--- config.mk ---
export PLATFORM = sky130hd
export DESIGN_NAME = prio_enc_pipe
export DESIGN_NICKNAME = d
export VERILOG_FILES = /design/src/rtl/prio_enc_pipe.sv
export SDC_FILE = /design/constraint.sdc
export NUM_CORES = 1
export LEC_CHECK = 0
export CAP_MARGIN = 15
export CORE_MARGIN = 1.5
export CORE_UTILIZATION = 35
export CTS_CLUSTER_SIZE = 10
export DETAILED_ROUTE_END_ITERATION = 12
export REMOVE_ABC_BUFFERS = 1
export SETUP_SLACK_MARGIN = 0.05
export SLEW_MARGIN = 20
export SYNTH_ARGS = -nofsm -noshare
export SYNTH_HDL_FRONTEND = slang
export SYNTH_SLANG_ARGS = --single-unit
--- constraint.sdc ---
create_clock -name clock -period 2.4 [get_ports clock]
set_input_delay 0.24 -clock clock [delete_from_list [all_inputs] [get_ports clock]]
set_output_delay 0.24 -clock clock [all_outputs]
set_load 0.1 [all_outputs]
--- src/rtl/prio_enc_pipe.sv ---
// ============================================================================
// Module   : prio_enc_pipe
// Purpose  : Registered WIDTH-bit priority encoder with fixed-priority and
//            round-robin modes, and a fixed 2-cycle latency.
// Options  : PRIO_ENC_STATS_EN adds a saturating grant counter.
// Revision : 1.0
// ============================================================================
`default_nettype none

module prio_enc_pipe #(
  parameter int WIDTH = 16,
  parameter int MODE  = 0
) (
  input  logic                       clock,
  input  logic                       reset,
  input  logic [WIDTH-1:0]           in,
  input  logic                       enable,
`ifdef PRIO_ENC_STATS_EN
  input  logic                       cnt_clr,
  output logic [15:0]                grant_cnt,
`endif
  output logic [$clog2(WIDTH)-1:0]   binary_out,
  output logic                       valid_out,
  output logic                       multi_out
);

  localparam int IDX_W = $clog2(WIDTH);

  logic [WIDTH-1:0] r_in_reg;
  logic             r_en_reg;
  logic [IDX_W-1:0] w_sel;
  logic             w_act;
  logic             w_multi;

  always_ff @(posedge clock or posedge reset) begin
    if (reset) begin
      r_in_reg <= '0;
      r_en_reg <= 1'b0;
    end else begin
      r_in_reg <= in;
      r_en_reg <= enable;
    end
  end

  assign w_act   = r_en_reg & (|r_in_reg);
  // x & (x-1) is non-zero exactly when two or more bits are set
  assign w_multi = r_en_reg & (|(r_in_reg & (r_in_reg - WIDTH'(1))));

  generate
    if (MODE == 1) begin : g_rr
      logic [IDX_W-1:0] r_rr_ptr;
      logic [IDX_W-1:0] w_scan_idx;
      logic             w_found;

      // WIDTH is a power of two, so IDX_W-bit addition wraps WIDTH-1 -> 0
      always_comb begin
        w_sel      = '0;
        w_found    = 1'b0;
        w_scan_idx = '0;
        for (int k = 0; k < WIDTH; k++) begin
          w_scan_idx = r_rr_ptr + IDX_W'(k);
          if (!w_found && r_in_reg[w_scan_idx]) begin
            w_sel   = w_scan_idx;
            w_found = 1'b1;
          end
        end
      end

      always_ff @(posedge clock or posedge reset) begin
        if (reset) begin
          r_rr_ptr <= '0;
        end else if (w_act) begin
          r_rr_ptr <= w_sel + IDX_W'(1);
        end
      end
    end else begin : g_fixed
      always_comb begin
        w_sel = '0;
        for (int i = 0; i < WIDTH; i++) begin
          if (r_in_reg[i]) begin
            w_sel = IDX_W'(i);
          end
        end
      end
    end
  endgenerate

  always_ff @(posedge clock or posedge reset) begin
    if (reset) begin
      binary_out <= '0;
      valid_out  <= 1'b0;
      multi_out  <= 1'b0;
    end else begin
      binary_out <= w_act ? w_sel : '0;
      valid_out  <= w_act;
      multi_out  <= w_multi;
    end
  end

`ifdef PRIO_ENC_STATS_EN
  // Clear takes precedence over a same-cycle grant
  always_ff @(posedge clock or posedge reset) begin
    if (reset) begin
      grant_cnt <= '0;
    end else if (cnt_clr) begin
      grant_cnt <= '0;
    end else if (w_act && (grant_cnt != 16'hFFFF)) begin
      grant_cnt <= grant_cnt + 16'd1;
    end
  end
`else
  // Statistics counter not built in this configuration.
`endif

endmodule

`default_nettype wire

==> out/results.txt, run 1 <==
Status - finished clean
Post-detailed-routing wire length - 1.54 mm
Total negative slack - 0 ns
Worst skew pair latency - 0.30 ns
Crit path to - multi_out
Antenna Cells - 0
GRT Util Overall - 0.134
Launch point of the worst reg-to-reg path - r_in_reg[2]
Global-route wire length before repair - 2.74 mm
1st-iter DRT viols - 7
Initial antenna violation count - 0
Sequential element share of the synthesized area - 0.636
Cell Pwr Density - 598 mW/mm^2
CP endpoint kind - flop
CP arrival - 2.31 ns
Fillers - 218
Max Cap Viol - 0
Pin count of the biggest net entering global routing - 24
Final worst path period need - 2.11 ns
Largest family of logic cells by synthesized area - compound AO/OA/AOI/OAI gates
Max frequency - 474 MHz
Slew HR - 0.458
Final number of hold-violating endpoints - 0
Final Cell Area - 0.00119 sq mm
Boundary Pins - 25
Worst Setup SP - r_in_reg[2]
Post-synth top area share - 0.636
Core ar. - 0.00245 sq mm
Die area - 0.00290 sq mm
XOR/XNOR Fraction of Synth Area - 0
Initial core utilization - 0.369
Worst reg2reg path depth - 5
Simple-gate share of the synthesized area - 0.145
H-tree levels - 1
Worst-path cell chain - or3_4 -> or4_4 -> nor4b_2 -> o22ai_1 -> o31a_1
Main flop type after synthesis - dfrtp_1
Buf/Inv on CP - 0
M1 WL - 709 um
Fin crit share - 0.879
Flip-flop and latch area - 576 sq um
Area grow syn2layout - 31.9%
CTS Buf Count - 3
Post-synth EDFFs - 0
Number of detailed-route iterations in the first pass - 4
Synth Area in Compound Gates - 0.191
Worst Path Max Fanout - 5
Via density - 5.17
Worst setup SP type - flop
Max clock buf depth - 2
Layout cells sized above 1 - 0.149
Die Width - 53.8 um
Largest area contributor in the netlist - dfrtp_1
Hold Path Origin - in[9]
CTS tree - done
Slew Limit Fails - 0
Yosys Warn Count - 0
R2R Setup Slk - 0.29 ns
DP Wirelength - 1.17 mm
Buffers added on ports - 24
Met3 wire length - 56 um
Cts hold-fix bufs - 0
DRC viols - 0
Skew final - 0.00228 ns
Footprint of the multi-input gates - 314 sq um
Vert. Die Dim - 53.8 um
Leak Pwr - 0.475 nW
Number of synthesized register bits - 23
Worst-margin pin slew - 0.812 ns
Hold WC Path Type - input pin to flop
Crit path depth - 5
Clock Sinks - 23
CP top delay family - simple AND/OR/NAND/NOR gates
Routed vias - 677
Row cnt - 18
WP data required - 2.60 ns
Area after DPL - 0.00117 sq mm
Worst path slowest cell - or4_4
Post-synthesis area per instance - 12.4 sq um
RR Endpoint - multi_out
Routability cong. - 0.794
Synth cell types - 27
Avg WL per Cell - 11.7 um
Mapped Cells - 73
Final setup viols - 0
Worst VDD drop - 0.370 mV
Number of flip-flops in the largest register - 16
CTS clk-pin slew, worst paths - 0.11 ns
Vias in the first global route - 640
Highest routed layer - met4
RSZ-0062 raised after global routing - no
Post-synth ARST share - 1.00
Synthesized cell area - 905 sq um
Worst Setup Path Type - flop to flop
Mux cell area share after synthesis - 0
Post-CTS Setup Bufs - 0
Antenna viol nets, final - 0
Top cells by area, synth - dfrtp_1 (64%), a2111oi_0 (3.9%), nor2_1 (3.7%)
Nets@finish - 121
CTS root buf - clkbuf_4
Largest stage delay on the critical path - 0.51 ns
Grt total ovfl - 0
Post-Synth Adder-Cell Area - 0.0111
Resized Gates After CTS - 0
Min Hold Slack - 0.365 ns
DR WL met2 - 754 um
logic make-up (layout without fill, tap and decap cells):
logic type | after synthesis | in the layout
AOI/OAI and AO/OA | 23 | 23
DFF | 23 | 23
and+or+nand+nor | 22 | 22
buffers and inverters | 4 | 32
adders and majority gates | 1 | 1
power by group:
part,switching (mW),internal (mW)
logic,0.0697,0.0480
clock network,0.101,0.0647
registers,0.0226,0.408
cells in the final DEF (no fill, tap or decap), drive strengths merged, types with 2 or more instances in the layout:
cell type / count
a211oi: 2
o31ai: 2
inv: 4
nor3: 2
a21oi: 3
o41ai: 3
clkdlybuf4s50: 18
or3: 2
nor2: 9
o31a: 2
clkbuf: 4
o21ai: 2
dfrtp: 23
buf: 6
nor4: 3
a2111oi: 4
routing by layer:
metal  up-vias  track usage
li1        335            -
met3         2       0.0333
met5         -            0
met1       326        0.175
met4         0       0.0641
met2        14        0.207
cell type report:
| class | instances | share of cell area |
|---|---|---|
| Clock buffer | 4 | 0.0220 |
| Inverter | 4 | 0.0126 |
| Multi-Input combinational cell | 46 | 0.263 |
| Sequential cell | 23 | 0.482 |
| Tap cell | 30 | 0.0314 |
| Timing Repair Buffer | 24 | 0.189 |
worst min-delay path by stage:
| stage | endpoint | slack, ns | cells after the start |
|---|---|---|---|
| 3_3_place_gp | binary_out[3] | 0.55 | 1 |
| 4_1_cts | r_in_reg[6] | 0.34 | 1 |
| 3_5_place_dp | multi_out | 0.55 | 1 |
| 2_1_floorplan | binary_out[0] | 0.24 | 1 |
| 5_1_grt | r_in_reg[2] | 0.33 | 1 |
| 6_report | r_in_reg[9] | 0.37 | 1 |
cells in the mapped netlist (2+ instances only):
master,instances
dfrtp_1,23
nor2_1,9
a2111oi_0,4
inv_1,4
a21oi_1,3
nor4_1,3
o41ai_1,3
a211oi_1,2
nor3_1,2
o31a_1,2
o31ai_1,2
metrics by stage:
| step | worst slack, ns | cells | utilization | total power, mW |
|---|---|---|---|---|
| after floorplan | 0.373 | 73 | - | 0.507 |
| after global placement | 0.334 | 127 | 0.476 | 0.556 |
| after detailed placement | 0.305 | 127 | 0.476 | 0.557 |
| after CTS | 0.288 | 131 | 0.486 | 0.731 |
| after global routing | 0.211 | 131 | 0.486 | 0.758 |
| final | 0.290 | 131 | 0.486 | 0.714 |
(Power assumes the default switching activity.)
==> run 2: changes to the inputs <==
--- a/config.mk
+++ b/config.mk
@@ -6,7 +6,6 @@
 export NUM_CORES = 1
 export LEC_CHECK = 0
 export CAP_MARGIN = 15
-export CORE_MARGIN = 1.5
 export CORE_UTILIZATION = 35
 export CTS_CLUSTER_SIZE = 10
 export DETAILED_ROUTE_END_ITERATION = 12
==> run 2 against run 1 <==
Compared with the run above: sequential power is essentially flat; clock power grew 4%; register-to-register slack lost 0.02 ns; worst hold slack lost 0.011 ns.
==> out/results.txt, run 2 (synthesis results as in run 1) <==
Status - finished clean (unchanged)
Pin count of the biggest net entering global routing - 24 (unchanged)
1st-iter DRT viols - 4 (was 7)
CTS clk-pin slew, worst paths - 0.12 ns (was 0.11 ns)
Final number of hold-violating endpoints - 0 (unchanged)
Nets@finish - 121 (unchanged)
Max frequency - 470 MHz (was 474 MHz)
CTS tree - done (unchanged)
Worst Path Max Fanout - 5 (unchanged)
Final worst path period need - 2.13 ns (was 2.11 ns)
Commonest non-fill, non-tap cell in the layout - dfrtp_1 (unchanged)
Worst VDD drop - 0.379 mV (was 0.370 mV)
RSZ-0062 raised after global routing - no (unchanged)
Worst skew pair latency - 0.31 ns (was 0.30 ns)
Final setup viols - 0 (unchanged)
Worst Setup Path Type - flop to flop (unchanged)
Most frequent cells in the layout - dfrtp_1 (23), clkdlybuf4s50_1 (18), nor2_1 (9) (unchanged)
Layout cells sized above 1 - 0.149 (unchanged)
Clock Sinks - 23 (unchanged)
Number of flip-flops in the largest register - 16 (unchanged)
DP Wirelength - 1.18 mm (was 1.17 mm)
Worst-path cell chain - or3_4 -> or4_4 -> nor4b_2 -> o22ai_1 -> o31a_1 (unchanged)
Antenna viol nets, final - 0 (unchanged)
Via density - 5.13 (was 5.17)
GRT Util Overall - 0.131 (was 0.134)
Global-route wire length before repair - 2.58 mm (was 2.74 mm)
Post-layout util - 0.486 (unchanged)
WP data required - 2.61 ns (was 2.60 ns)
Hold Path Origin - in[5] (was in[9])
Vias in the first global route - 621 (was 640)
R2R Setup Slk - 0.27 ns (was 0.29 ns)
Worst setup SP type - flop (unchanged)
Antenna Cells - 0 (unchanged)
Hold WC Path Type - input pin to flop (unchanged)
Initial core utilization - 0.369 (unchanged)
Core ar. - 0.00245 sq mm (unchanged)
Slew HR - 0.453 (was 0.458)
Fin crit share - 0.886 (was 0.879)
Worst path slowest cell - or4_4 (unchanged)
CP arrival - 2.33 ns (was 2.31 ns)
Max Cap Viol - 0 (unchanged)
Worst-margin pin slew - 0.819 ns (was 0.812 ns)
Avg WL per Cell - 11.7 um (about the same)
CTS root buf - clkbuf_4 (unchanged)
Resized Gates After CTS - 0 (unchanged)
Launch point of the worst reg-to-reg path - r_in_reg[2] (unchanged)
CP endpoint kind - flop (unchanged)
Vert. Die Dim - 52.8 um (was 53.8 um)
Total negative slack - 0 ns (unchanged)
Leak Pwr - 0.475 nW (unchanged)
Buffers added on ports - 24 (unchanged)
Slew Limit Fails - 0 (unchanged)
Post-detailed-routing wire length - 1.53 mm (was 1.54 mm)
Area grow syn2layout - 31.9% (unchanged)
Routed vias - 672 (was 677)
Post-CTS Setup Bufs - 0 (unchanged)
Cts hold-fix bufs - 0 (unchanged)
Row cnt - 18 (unchanged)
Boundary Pins - 25 (unchanged)
Worst Setup SP - r_in_reg[2] (unchanged)
Skew final - 0.00513 ns (was 0.00228 ns)
Initial antenna violation count - 0 (unchanged)
Routability cong. - 0.825 (was 0.794)
CTS Buf Count - 3 (unchanged)
Grt total ovfl - 0 (unchanged)
Fillers - 230 (was 218)
H-tree levels - 1 (unchanged)
Number of detailed-route iterations in the first pass - 3 (was 4)
Largest stage delay on the critical path - 0.51 ns (about the same)
Max clock buf depth - 2 (unchanged)
DRC viols - 0 (unchanged)
Die area - 0.00279 sq mm (was 0.00290 sq mm)
Die Width - 52.8 um (was 53.8 um)
Cell Pwr Density - 603 mW/mm^2 (was 598 mW/mm^2)
Pwr Total - 0.720 mW (was 0.714 mW)
==> run 2: cell counts in the layout (fill, tap and decap cells not counted) <==
Identical to the previous run, type by type.
==> run 2: through the flow <==
stage / std cells / area, sq um / hold WS (ns) / setup WS [ns]
2_1_floorplan: 73 / 905 / 0.242 / 0.373
3_3_place_gp: 127 / 1170 / 0.552 / 0.334
3_5_place_dp: 127 / 1170 / 0.537 / 0.283
4_1_cts: 131 / 1190 / 0.344 / 0.264
5_1_grt: 131 / 1190 / 0.331 / 0.167
6_report: 131 / 1190 / 0.354 / 0.273
==> run 2: layout make-up <==
cell class                      instances  area (sq um)  share of cell area
Tap cell                               30          37.5              0.0314
Sequential cell                        23           576               0.482
Clock buffer                            4          26.3              0.0220
Multi-Input combinational cell         46           314               0.263
Timing Repair Buffer                   24           225               0.189
Inverter                                4          15.0              0.0126
==> run 2: layer usage <==
layer | GRT usage | wire [um] | share of wire
met3 | 0.0261 | 58 | 0.038
met1 | 0.168 | 665 | 0.43
met5 | 0 | 0 | 0
met4 | 0.0789 | 38 | 0.025
met2 | 0.203 | 772 | 0.50
==> run 2: critical path, delay by kind of cell, from the launching register on <==
kind,cells,cell delay [ns]
flops,1,0.43
compound gates,2,0.41
simple gates,3,1.19
==> run 2: report_power, final <==
group | total, mW | internal, mW | leakage [nW] | switching, mW
logic | 0.118 | 0.0481 | 0.191 | 0.0697
clock network | 0.172 | 0.0649 | 0.0150 | 0.107
registers | 0.430 | 0.408 | 0.270 | 0.0225
total | 0.720 | 0.521 | 0.475 | 0.199
==> run 2: final timing paths <==
kind / endpoint / cells after the start
max in group asynchronous: r_in_reg[15] / 2
worst max-delay path: multi_out / 5
worst max register to register: multi_out / 5
worst min register to register: multi_out / 1
min in group asynchronous: r_in_reg[2] / 2
worst min-delay path: r_in_reg[5] / 1
